### src/rtl/aer_multi_input_if.sv
// Dual-rail four-phase AER link: two data rails out, one acknowledge back.
interface aer_multi_input_if;
  logic bit0;
  logic bit1;
  logic ack;

  modport master (output bit0, output bit1, input ack);
  modport slave  (input bit0, input bit1, output ack);
endinterface

### src/rtl/aer_multi_input.sv
// AER transmit front end: synchronises up/down spikes from NUM_CH channels,
// arbitrates round-robin and sends each event as a dual-rail four-phase packet.
module aer_multi_input #(
  parameter int unsigned NUM_CH      = 4,
  parameter int unsigned ADDR_W      = 2,
  parameter int unsigned ACK_TIMEOUT = 255
) (
  input  logic              clk,
  input  logic              reset,
  input  logic [NUM_CH-1:0] ch_up,
  input  logic [NUM_CH-1:0] ch_down,
  aer_multi_input_if.master link,
  output logic              busy,
  output logic [ADDR_W-1:0] cur_addr,
  output logic              timeout_err,
  output logic [7:0]        drop_count
);

  localparam int unsigned PTR_W = (NUM_CH > 1) ? $clog2(NUM_CH) : 1;
  localparam int unsigned SYM_W = ADDR_W + 1;
  localparam int unsigned REM_W = $clog2(ADDR_W + 1);
  localparam int unsigned CNT_W = 16;

  typedef enum logic [1:0] {IDLE, DRIVE, RELEASE} state_t;

  state_t             state_q, state_nxt;
  logic [NUM_CH-1:0]  up_s1, up_s2, up_s3, dn_s1, dn_s2, dn_s3;
  logic               ack_s1, ack_sync;
  logic [NUM_CH-1:0]  up_rise, dn_rise;
  logic [NUM_CH-1:0]  up_pend, dn_pend, up_pend_nxt, dn_pend_nxt;
  logic [NUM_CH-1:0]  clr_up, clr_dn, req;
  logic [PTR_W-1:0]   rr_ptr, rr_ptr_nxt, gnt_idx;
  logic               gnt_valid;
  logic [31:0]        arb_pos;
  logic [ADDR_W-1:0]  gnt_addr, cur_addr_nxt;
  logic [SYM_W-1:0]   sh_q, sh_nxt, sym_load;
  logic [REM_W-1:0]   rem_q, rem_nxt;
  logic [CNT_W-1:0]   cnt_q, cnt_nxt;
  logic               bit0_q, bit1_q, bit0_nxt, bit1_nxt;
  logic               busy_nxt, tmo_nxt;
  logic [31:0]        drop_n, drop_sum;
  logic [7:0]         drop_nxt;

  assign link.bit0 = bit0_q;
  assign link.bit1 = bit1_q;

  // Two-flop synchronisers plus a history flop for edge detection
  always_ff @(posedge clk) begin
    if (reset) begin
      up_s1    <= '0;
      up_s2    <= '0;
      up_s3    <= '0;
      dn_s1    <= '0;
      dn_s2    <= '0;
      dn_s3    <= '0;
      ack_s1   <= 1'b0;
      ack_sync <= 1'b0;
    end else begin
      up_s1    <= ch_up;
      up_s2    <= up_s1;
      up_s3    <= up_s2;
      dn_s1    <= ch_down;
      dn_s2    <= dn_s1;
      dn_s3    <= dn_s2;
      ack_s1   <= link.ack;
      ack_sync <= ack_s1;
    end
  end

  assign up_rise = up_s2 & ~up_s3;
  assign dn_rise = dn_s2 & ~dn_s3;
  assign req     = up_pend | dn_pend;

  // Round-robin search from rr_ptr; descending loop leaves the nearest requester
  always_comb begin
    gnt_valid = 1'b0;
    gnt_idx   = '0;
    arb_pos   = '0;
    for (int j = int'(NUM_CH) - 1; j >= 0; j--) begin
      arb_pos = 32'(rr_ptr) + 32'(j);
      if (arb_pos >= 32'(NUM_CH)) arb_pos = arb_pos - 32'(NUM_CH);
      if (req[arb_pos[PTR_W-1:0]]) begin
        gnt_valid = 1'b1;
        gnt_idx   = arb_pos[PTR_W-1:0];
      end
    end
  end

  assign gnt_addr = ADDR_W'(gnt_idx);
  assign sym_load = {gnt_addr, up_pend[gnt_idx]};

  // Packet sequencer: next state, rails and datapath loads
  always_comb begin
    state_nxt    = state_q;
    bit0_nxt     = bit0_q;
    bit1_nxt     = bit1_q;
    sh_nxt       = sh_q;
    rem_nxt      = rem_q;
    cnt_nxt      = cnt_q;
    cur_addr_nxt = cur_addr;
    rr_ptr_nxt   = rr_ptr;
    tmo_nxt      = 1'b0;
    clr_up       = '0;
    clr_dn       = '0;

    case (state_q)
      IDLE: begin
        bit0_nxt = 1'b0;
        bit1_nxt = 1'b0;
        if (gnt_valid) begin
          sh_nxt       = sym_load;
          rem_nxt      = REM_W'(ADDR_W);
          cnt_nxt      = '0;
          cur_addr_nxt = gnt_addr;
          rr_ptr_nxt   = (gnt_idx == PTR_W'(NUM_CH - 1)) ? '0 : gnt_idx + PTR_W'(1);
          if (up_pend[gnt_idx]) clr_up[gnt_idx] = 1'b1;
          else                  clr_dn[gnt_idx] = 1'b1;
          bit1_nxt     = sym_load[SYM_W-1];
          bit0_nxt     = ~sym_load[SYM_W-1];
          state_nxt    = DRIVE;
        end
      end
      DRIVE: begin
        if (ack_sync) begin
          bit0_nxt  = 1'b0;
          bit1_nxt  = 1'b0;
          state_nxt = RELEASE;
        end else if (cnt_q == CNT_W'(ACK_TIMEOUT - 1)) begin
          // Abort: discard the rest of the packet
          bit0_nxt  = 1'b0;
          bit1_nxt  = 1'b0;
          tmo_nxt   = 1'b1;
          rem_nxt   = '0;
          state_nxt = RELEASE;
        end else begin
          cnt_nxt = cnt_q + CNT_W'(1);
        end
      end
      RELEASE: begin
        bit0_nxt = 1'b0;
        bit1_nxt = 1'b0;
        if (!ack_sync) begin
          if (rem_q != '0) begin
            sh_nxt    = sh_q << 1;
            rem_nxt   = rem_q - REM_W'(1);
            cnt_nxt   = '0;
            bit1_nxt  = sh_q[SYM_W-2];
            bit0_nxt  = ~sh_q[SYM_W-2];
            state_nxt = DRIVE;
          end else begin
            state_nxt = IDLE;
          end
        end
      end
      default: begin
        bit0_nxt  = 1'b0;
        bit1_nxt  = 1'b0;
        state_nxt = IDLE;
      end
    endcase

    busy_nxt = (state_nxt != IDLE);
  end

  // Pending latches: a new edge beats a same-cycle clear; a repeat edge is dropped
  always_comb begin
    up_pend_nxt = '0;
    dn_pend_nxt = '0;
    drop_n      = '0;
    for (int i = 0; i < int'(NUM_CH); i++) begin
      up_pend_nxt[i] = up_rise[i] | (up_pend[i] & ~clr_up[i]);
      dn_pend_nxt[i] = dn_rise[i] | (dn_pend[i] & ~clr_dn[i]);
      if (up_rise[i] && up_pend[i] && !clr_up[i]) drop_n = drop_n + 32'd1;
      if (dn_rise[i] && dn_pend[i] && !clr_dn[i]) drop_n = drop_n + 32'd1;
    end
    drop_sum = 32'(drop_count) + drop_n;
    drop_nxt = (drop_sum > 32'd255) ? 8'hFF : drop_sum[7:0];
  end

  always_ff @(posedge clk) begin
    if (reset) begin
      state_q     <= IDLE;
      bit0_q      <= 1'b0;
      bit1_q      <= 1'b0;
      sh_q        <= '0;
      rem_q       <= '0;
      cnt_q       <= '0;
      cur_addr    <= '0;
      rr_ptr      <= '0;
      busy        <= 1'b0;
      timeout_err <= 1'b0;
      up_pend     <= '0;
      dn_pend     <= '0;
      drop_count  <= '0;
    end else begin
      state_q     <= state_nxt;
      bit0_q      <= bit0_nxt;
      bit1_q      <= bit1_nxt;
      sh_q        <= sh_nxt;
      rem_q       <= rem_nxt;
      cnt_q       <= cnt_nxt;
      cur_addr    <= cur_addr_nxt;
      rr_ptr      <= rr_ptr_nxt;
      busy        <= busy_nxt;
      timeout_err <= tmo_nxt;
      up_pend     <= up_pend_nxt;
      dn_pend     <= dn_pend_nxt;
      drop_count  <= drop_nxt;
    end
  end

endmodule

### src/flat_wrapper.sv
// flat-port wrapper written by rule: the top's interface ports become plain ports
module aer_multi_input_flat 
#(
  parameter int unsigned NUM_CH      = 4,
  parameter int unsigned ADDR_W      = 2,
  parameter int unsigned ACK_TIMEOUT = 255
)
  (clk, reset, ch_up, ch_down, busy, cur_addr, timeout_err, drop_count, link_bit0, link_bit1, link_ack);
  aer_multi_input_if link_i ();
  input  logic clk;
  input  logic reset;
  input  logic [NUM_CH-1:0] ch_up;
  input  logic [NUM_CH-1:0] ch_down;
  output logic busy;
  output logic [ADDR_W-1:0] cur_addr;
  output logic timeout_err;
  output logic [7:0] drop_count;
  output wire logic [$bits(link_i.bit0)-1:0] link_bit0;
  output wire logic [$bits(link_i.bit1)-1:0] link_bit1;
  input wire logic [$bits(link_i.ack)-1:0] link_ack;
  assign link_bit0 = link_i.bit0;
  assign link_bit1 = link_i.bit1;
  assign link_i.ack = link_ack;
  aer_multi_input #(.NUM_CH(NUM_CH), .ADDR_W(ADDR_W), .ACK_TIMEOUT(ACK_TIMEOUT)) u_core (.clk(clk), .reset(reset), .ch_up(ch_up), .ch_down(ch_down), .link(link_i), .busy(busy), .cur_addr(cur_addr), .timeout_err(timeout_err), .drop_count(drop_count));
endmodule
### config.mk
export PLATFORM = sky130hd
export DESIGN_NAME = aer_multi_input_flat
export DESIGN_NICKNAME = d
export VERILOG_FILES = /design/src/rtl/aer_multi_input_if.sv /design/src/rtl/aer_multi_input.sv /design/src/flat_wrapper.sv
export SDC_FILE = /design/constraint.sdc
export NUM_CORES = 1
export LEC_CHECK = 0
export CAP_MARGIN = 5
export CORE_UTILIZATION = 59
export CTS_CLUSTER_DIAMETER = 60
export DETAILED_ROUTE_END_ITERATION = 8
export GPL_TIMING_DRIVEN = 1
export PLACE_DENSITY = 0.92
export REMOVE_ABC_BUFFERS = 1
export SLEW_MARGIN = 25
export SYNTH_ARGS = -nofsm -noshare
export SYNTH_HDL_FRONTEND = slang
export SYNTH_SLANG_ARGS = --single-unit
### constraint.sdc
create_clock -name clk -period 9.35 [get_ports clk]
set_clock_uncertainty 0.15 [all_clocks]
set_input_delay 1.87 -clock clk [delete_from_list [all_inputs] [get_ports clk]]
set_output_delay 1.87 -clock clk [all_outputs]
set_load 0.02 [all_outputs]
==> results of run 1 <==
[area by class of cell]
| class | count | area (um2) | area share [%] |
|---|---|---|---|
| multi-input cells | 329 | 2252 | 51.80 |
| flip-flops and latches | 72 | 1441 | 33.15 |
| repair buffers | 26 | 250.2 | 5.755 |
| clock buffers | 10 | 137.6 | 3.165 |
| well taps | 75 | 93.84 | 2.158 |
| clock inverters | 6 | 90.09 | 2.072 |
| inverters | 22 | 82.58 | 1.899 |
[logic make-up (layout without fill, tap and decap cells)]
logic type	Yosys count	count (layout)	synth area share, %
muxes	10	10	2.744
adders and majority gates	23	23	7.710
AOI/OAI and AO/OA	96	96	17.93
and+or+nand+nor	167	167	22.67
buffers and inverters	38	64	3.757
DFF	72	72	37.63
other	1	3	0.09791
xor gates and xnor gates	30	30	7.448
[power groups by stage]
stage | logic [mW] | clock network [mW] | registers (mW)
final | 0.225 | 0.279 | 0.360
after floorplan | 0.131 | 0 | 0.377
after CTS | 0.223 | 0.281 | 0.360
after global routing | 0.247 | 0.293 | 0.364
after detailed placement | 0.216 | 0 | 0.366
after global placement | 0.207 | 0 | 0.365
[per-layer routing]
layer	vias up	GRT usage [%]
li1	1571	-
met1	1531	33.95
met2	128	41.74
met3	34	7.363
met4	0	15.00
met5	-	0
[worst max-delay path, delay by kind of cell (launching register included)]
| family | cells | cell delay (ps) |
|---|---|---|
| AO/OA/AOI/OAI | 12 | 2790 |
| XOR/XNOR | 1 | 200 |
| adder cells (fa/ha/maj) | 8 | 2420 |
| buffers and inverters | 2 | 230 |
| flip-flops | 1 | 380 |
| multiplexers | 4 | 1200 |
| AND/OR/NAND/NOR | 5 | 710 |
[cell usage after synthesis (11+ instances only)]
master / n
nand2_1: 26
clkbuf_1: 13
xnor2_1: 11
inv_1: 22
nor2b_1: 32
a21oi_1: 31
nor2_1: 44
xor2_1: 16
dfxtp_1: 72
ha_1: 22
o21ai_0: 11
nand3_1: 13
[sequential cells by signal, indices dropped and copies added, names as in the netlist, 4 cells and up]
signal	cells
u_core.dn_s1	4
u_core.dn_s3	4
u_core.dn_pend	4
u_core.cnt_q	16
u_core.drop_count	8
u_core.up_s2	4
u_core.up_pend	4
u_core.up_s1	4
u_core.up_s3	4
u_core.dn_s2	4
[final timing paths]
| check | end | cells after the start |
|---|---|---|
| worst max-delay path | u_core.drop_count[1] | 32 |
| worst min-delay path | u_core.ack_sync | 1 |
| worst max register to register | u_core.drop_count[1] | 32 |
| worst min register to register | u_core.ack_sync | 1 |
[stage by stage]
stage,hold WS [ps],setup WS (ps),std cells
after floorplan,263.8,2137,423
after global placement,266.0,1703,524
after detailed placement,274.6,1283,524
after CTS,294.1,1141,540
after global routing,316.8,635.3,540
final,293.7,1091,540
==> results.tsv, run 1 <==
stage	metric	value	unit
clocking	cts_resized	0	
worst_setup_path	crit_path_frequent_cell	ha_1	
route	drc	0	
final_layout	drive_gt1_share	8.172	%
route	vias	3264	
yosys	syn_area_per_cell	8.764	um2
clocking	cts_tree	done	
grt	grt_overflow	0	
clocking	clk_pin_slew	80	ps
sta	min_period	8259	ps
route	antenna_left	0	
worst_setup_path	r2r_slack	1090	ps
power	pwr-share-seq	41.7	%
worst_setup_path	timing.rr.start	u_core.dn_pend[2]	
power	p_clk_share	32.3	%
power	total_power	0.8641	mW
worst_setup_path	slowest_stage	a221oi_4	
power	power_density	198.7	mW/mm2
sta	fin_crit_sh	88.33	%
floorplanning	initial_core_util	62.83	%
power	p_sw	0.2766	mW
sta	slew_headroom	51.23	%
clocking	holdBufCountCts	0	
route	wl_per_cell	15.39	um
route	wl_met2	3991	um
grt	track_usage	26.98	%
final_layout	fin_area	0.004348	mm2
sta	max_freq	121.1	MHz
yosys	ys_seq_area_share	37.63	%
clocking	cts_max_level	3	
clocking	cts_root_buffer	clkbuf_8	
sta	finalSetupViolCount	0	
floorplanning	die_h	82.57	um
clocking	cts.sinks	72	
route	wl_met1	3610	um
grt	grt_antenna_before_repair	0	
final_layout	num_antenna_cells	0	
run	drv_cap	0	
sta	slew_violations	0	
grt	grt_max_degree	57	
grt	grt_pass1_wl	13770	um
power	p_comb_share	26.0	%
floorplanning	fp.dieArea	0.006818	mm2
place	place.gp.congestion	0.9195	
sta	rsz0062_at_grt	false	
final_layout	areaGrowthSynthToFinish	13.52	%
grt	first_global_vias	3075	
final_layout	final_util	71.33	%
final_layout	nNetsFinal	494	
yosys	synth-edff-count	0	
yosys	yosysTopAreaCellShare	37.63	%
power	peakVddDrop	0.0002010	V
clocking	postCtsSetupRepairBufs	0	
power	switching_share	32.01	%
worst_setup_path	path_class	flop to flop	
worst_setup_path	critPathRequiredTime	9410	ps
sta	setup_tns	0	ps
clocking	clockBufferDepth	2	
worst_setup_path	arrival	8320	ps
floorplanning	fp.dieW	82.57	um
route	routed_wl	8311	um
floorplanning	core	0.006096	mm2
place	dp_hpwl	5648	um
sta	timing_hold_violations_final	0	
sta	worst_pin_slew	726.7	ps
final_layout	mostFrequentLayoutCell	dfxtp_1	
clocking	worstSkewPairLatency	350	ps
route	top_layer	met4	
floorplanning	core.rowCount	28	
yosys	synth.cell_area	0.003830	mm2
worst_setup_path	slowest_delay	530	ps
route	dr.pass1.iters	7	
worst_hold_path	worstHoldPathType	flop to flop	
yosys	synthArstFlopShare	0	%
route	wl_met3	459	um
worst_setup_path	worstSetupStartpoint	u_core.dn_pend[2]	
route	viasPerCell	6.044	
worst_setup_path	path_max_fanout	9	
power	leakagePower	1.745	nW
yosys	synth_cells	437	
power	internal-power	0.5875	mW
worst_setup_path	setup.worst_path.end_class	flop	
floorplanning	io_pins	25	
route	drtIter0Drc	321	
worst_hold_path	hold_start	u_core.ack_s1	
final_layout	final_cell_mix	dfxtp_1 (72), nor2_1 (44), nor2b_1 (32)	
yosys	yosysUniqueCellTypes	64	
clocking	cts_buffers	9	
yosys	ys.flop_type	dfxtp_1	
yosys	synth.largest_area_cell	dfxtp_1	
run_status	status	complete, no violations	
yosys	yosysWarnings	0	
place	place_area	0.004120	mm2
yosys	synth.top_cells.by_area	dfxtp_1 (38%), ha_1 (7.2%), nor2b_1 (5.2%)	
yosys	yosys_register_bits	72	
place	portBuffers	24	
worst_setup_path	crit_path_start_kind	flop	
final_layout	num-fill-cells	425	
Power figures use the tool's default switching activity.
==> inputs of run 2 (changes only) <==
--- a/config.mk
+++ b/config.mk
@@ -10,9 +10,10 @@
 export CTS_CLUSTER_DIAMETER = 60
 export DETAILED_ROUTE_END_ITERATION = 8
 export GPL_TIMING_DRIVEN = 1
-export PLACE_DENSITY = 0.92
+export PLACE_DENSITY = 0.85
 export REMOVE_ABC_BUFFERS = 1
 export SLEW_MARGIN = 25
 export SYNTH_ARGS = -nofsm -noshare
 export SYNTH_HDL_FRONTEND = slang
 export SYNTH_SLANG_ARGS = --single-unit
+export TNS_END_PERCENT = 1
==> results.tsv, run 2 (synthesis gave the netlist of run 1 again) <==
stage	metric	value	unit
clocking	cts_buffers	9	
final_layout	areaGrowthSynthToFinish	12.22	%
power	p_sw	0.2612	mW
sta	worst_pin_slew	916.1	ps
floorplanning	core.rowCount	28	
final_layout	final_cells	538	
route	antenna_left	0	
worst_setup_path	path_class	flop to flop	
clocking	cts_root_buffer	clkbuf_8	
worst_setup_path	arrival	8110	ps
floorplanning	fp.dieW	82.57	um
sta	slew_violations	0	
place	place_area	0.004113	mm2
power	switching_share	32.19	%
route	dr.pass1.iters	4	
power	total_power	0.8114	mW
clocking	worstSkewPairLatency	340	ps
sta	finalWorstSetupSlack	1261	ps
place	place.gp.congestion	0.8895	
worst_setup_path	crit_path_start_kind	flop	
final_layout	largest_register_ffs	16	
final_layout	num_antenna_cells	0	
grt	grt_pass1_wl	12560	um
sta	setup_tns	0	ps
sta	fin_crit_sh	86.51	%
route	drc	0	
power	leakagePower	1.724	nW
route	vias	3103	
floorplanning	fp.dieArea	0.006818	mm2
clocking	cts_tree	done	
sta	max_freq	123.6	MHz
place	dp_hpwl	5561	um
power	power_density	188.8	mW/mm2
power	p_clk_share	28.8	%
sta	rsz0062_at_grt	false	
final_layout	drive_gt1_share	7.559	%
run	drv_cap	0	
sta	slew_headroom	38.92	%
worst_setup_path	critPathRequiredTime	9370	ps
grt	grt_overflow	0	
run_status	status	complete, no violations	
place	portBuffers	24	
worst_setup_path	crit_path_frequent_cell	ha_1	
clocking	holdBufCountCts	0	
clocking	clk_pin_slew	70	ps
power	peakVddDrop	0.0001452	V
final_layout	nNetsFinal	493	
grt	grt_max_degree	57	
route	drtIter0Drc	277	
power	p_comb_share	26.8	%
floorplanning	io_pins	25	
worst_hold_path	worstHoldPathType	flop to flop	
final_layout	reg_top3	u_core.cnt_q: 16 flops, u_core.drop_count: 8 flops	
floorplanning	initial_core_util	62.83	%
clocking	cts_max_level	3	
sta	finalSetupViolCount	0	
grt	first_global_vias	2921	
place	pre_cts_ws	1273	ps
floorplanning	die_h	82.57	um
route	wl_per_cell	14.06	um
final_layout	mostFrequentLayoutCell	dfxtp_1	
worst_setup_path	path_max_fanout	9	
grt	grt_antenna_before_repair	0	
worst_setup_path	slowest_stage	a21oi_1	
route	routed_wl	7566	um
clocking	cts_resized	0	
sta	min_period	8089	ps
power	internal-power	0.5502	mW
clocking	clockBufferDepth	2	
floorplanning	core	0.006096	mm2
power	pwr-share-seq	44.3	%
sta	timing_hold_violations_final	0	
place	dp.cells	523	
clocking	postCtsSetupRepairBufs	0	
grt	track_usage	24.25	%
worst_setup_path	setup.worst_path.end_class	flop	
final_layout	fin_area	0.004298	mm2
worst_setup_path	slowest_delay	480	ps
clocking	cts.sinks	72	
route	viasPerCell	5.768	
final_layout	top_register	u_core.cnt_q	
final_layout	final_cell_mix	dfxtp_1 (72), nor2_1 (44), nor2b_1 (32)	
-- run 2: cell types whose count changed in the layout (fill, tap and decap cells not counted) --
cell        before  now
clkbuf_8        10    9
buf_4            2    1
clkinvlp_4       1    0
clkbuf_1         0    1
bufinv_16        2    1
clkinv_2         1    2
-- run 2: cell type report --
class | count | area (um2)
flip-flops and latches | 72 | 1441
clock buffers | 10 | 127.6
multi-input cells | 329 | 2252
clock inverters | 5 | 57.56
inverters | 22 | 82.58
well taps | 75 | 93.84
fillers | 482 | 1798
repair buffers | 25 | 242.7
-- run 2: metrics by stage --
stage	util (%)	hold WS, ps
2_1_floorplan	-	263.8
3_3_place_gp	67.47	266.2
3_5_place_dp	67.47	275.6
4_1_cts	70.50	291.8
5_1_grt	70.50	308.3
6_report	70.50	290.9
-- run 2: power by group through the flow --
stage               registers [mW]  clock network, mW  logic (mW)
floorplan                    0.377                  0       0.131
global placement             0.365                  0       0.209
detailed placement           0.366                  0       0.216
CTS                          0.359              0.238       0.217
global route                 0.363              0.253       0.242
finish                       0.360              0.234       0.218
-- run 2: worst max-delay path: cells and delay by family (launching register included) --
kind | cells | cell delay, ps
compound gates | 12 | 2600
xor+xnor | 1 | 200
fa+ha+maj | 7 | 2150
buf+inv | 1 | 60
flops | 1 | 400
mux | 4 | 1180
simple gates | 6 | 1140
-- run 2: routing by layer --
metal	vias to the layer above	global-route usage, %	wire length [um]	part of all wire, %
met1	1415	29.57	3472	46
met5	-	0	0	0
met4	0	12.07	265	3.5
met3	28	6.374	333	4.4
li1	1563	-	-	-
met2	97	39.42	3494	46
-- run 2: worst paths after layout --
path / startpoint / end / slack [ps] / cells past startpoint
worst max-delay path: u_core.up_pend[1] / u_core.drop_count[7] / 1260 / 31
worst min-delay path: u_core.dn_s1[1] / u_core.dn_s2[1] / 290 / 1
worst max register to register: u_core.up_pend[1] / u_core.drop_count[7] / 1260 / 31
worst min register to register: u_core.dn_s1[1] / u_core.dn_s2[1] / 290 / 1
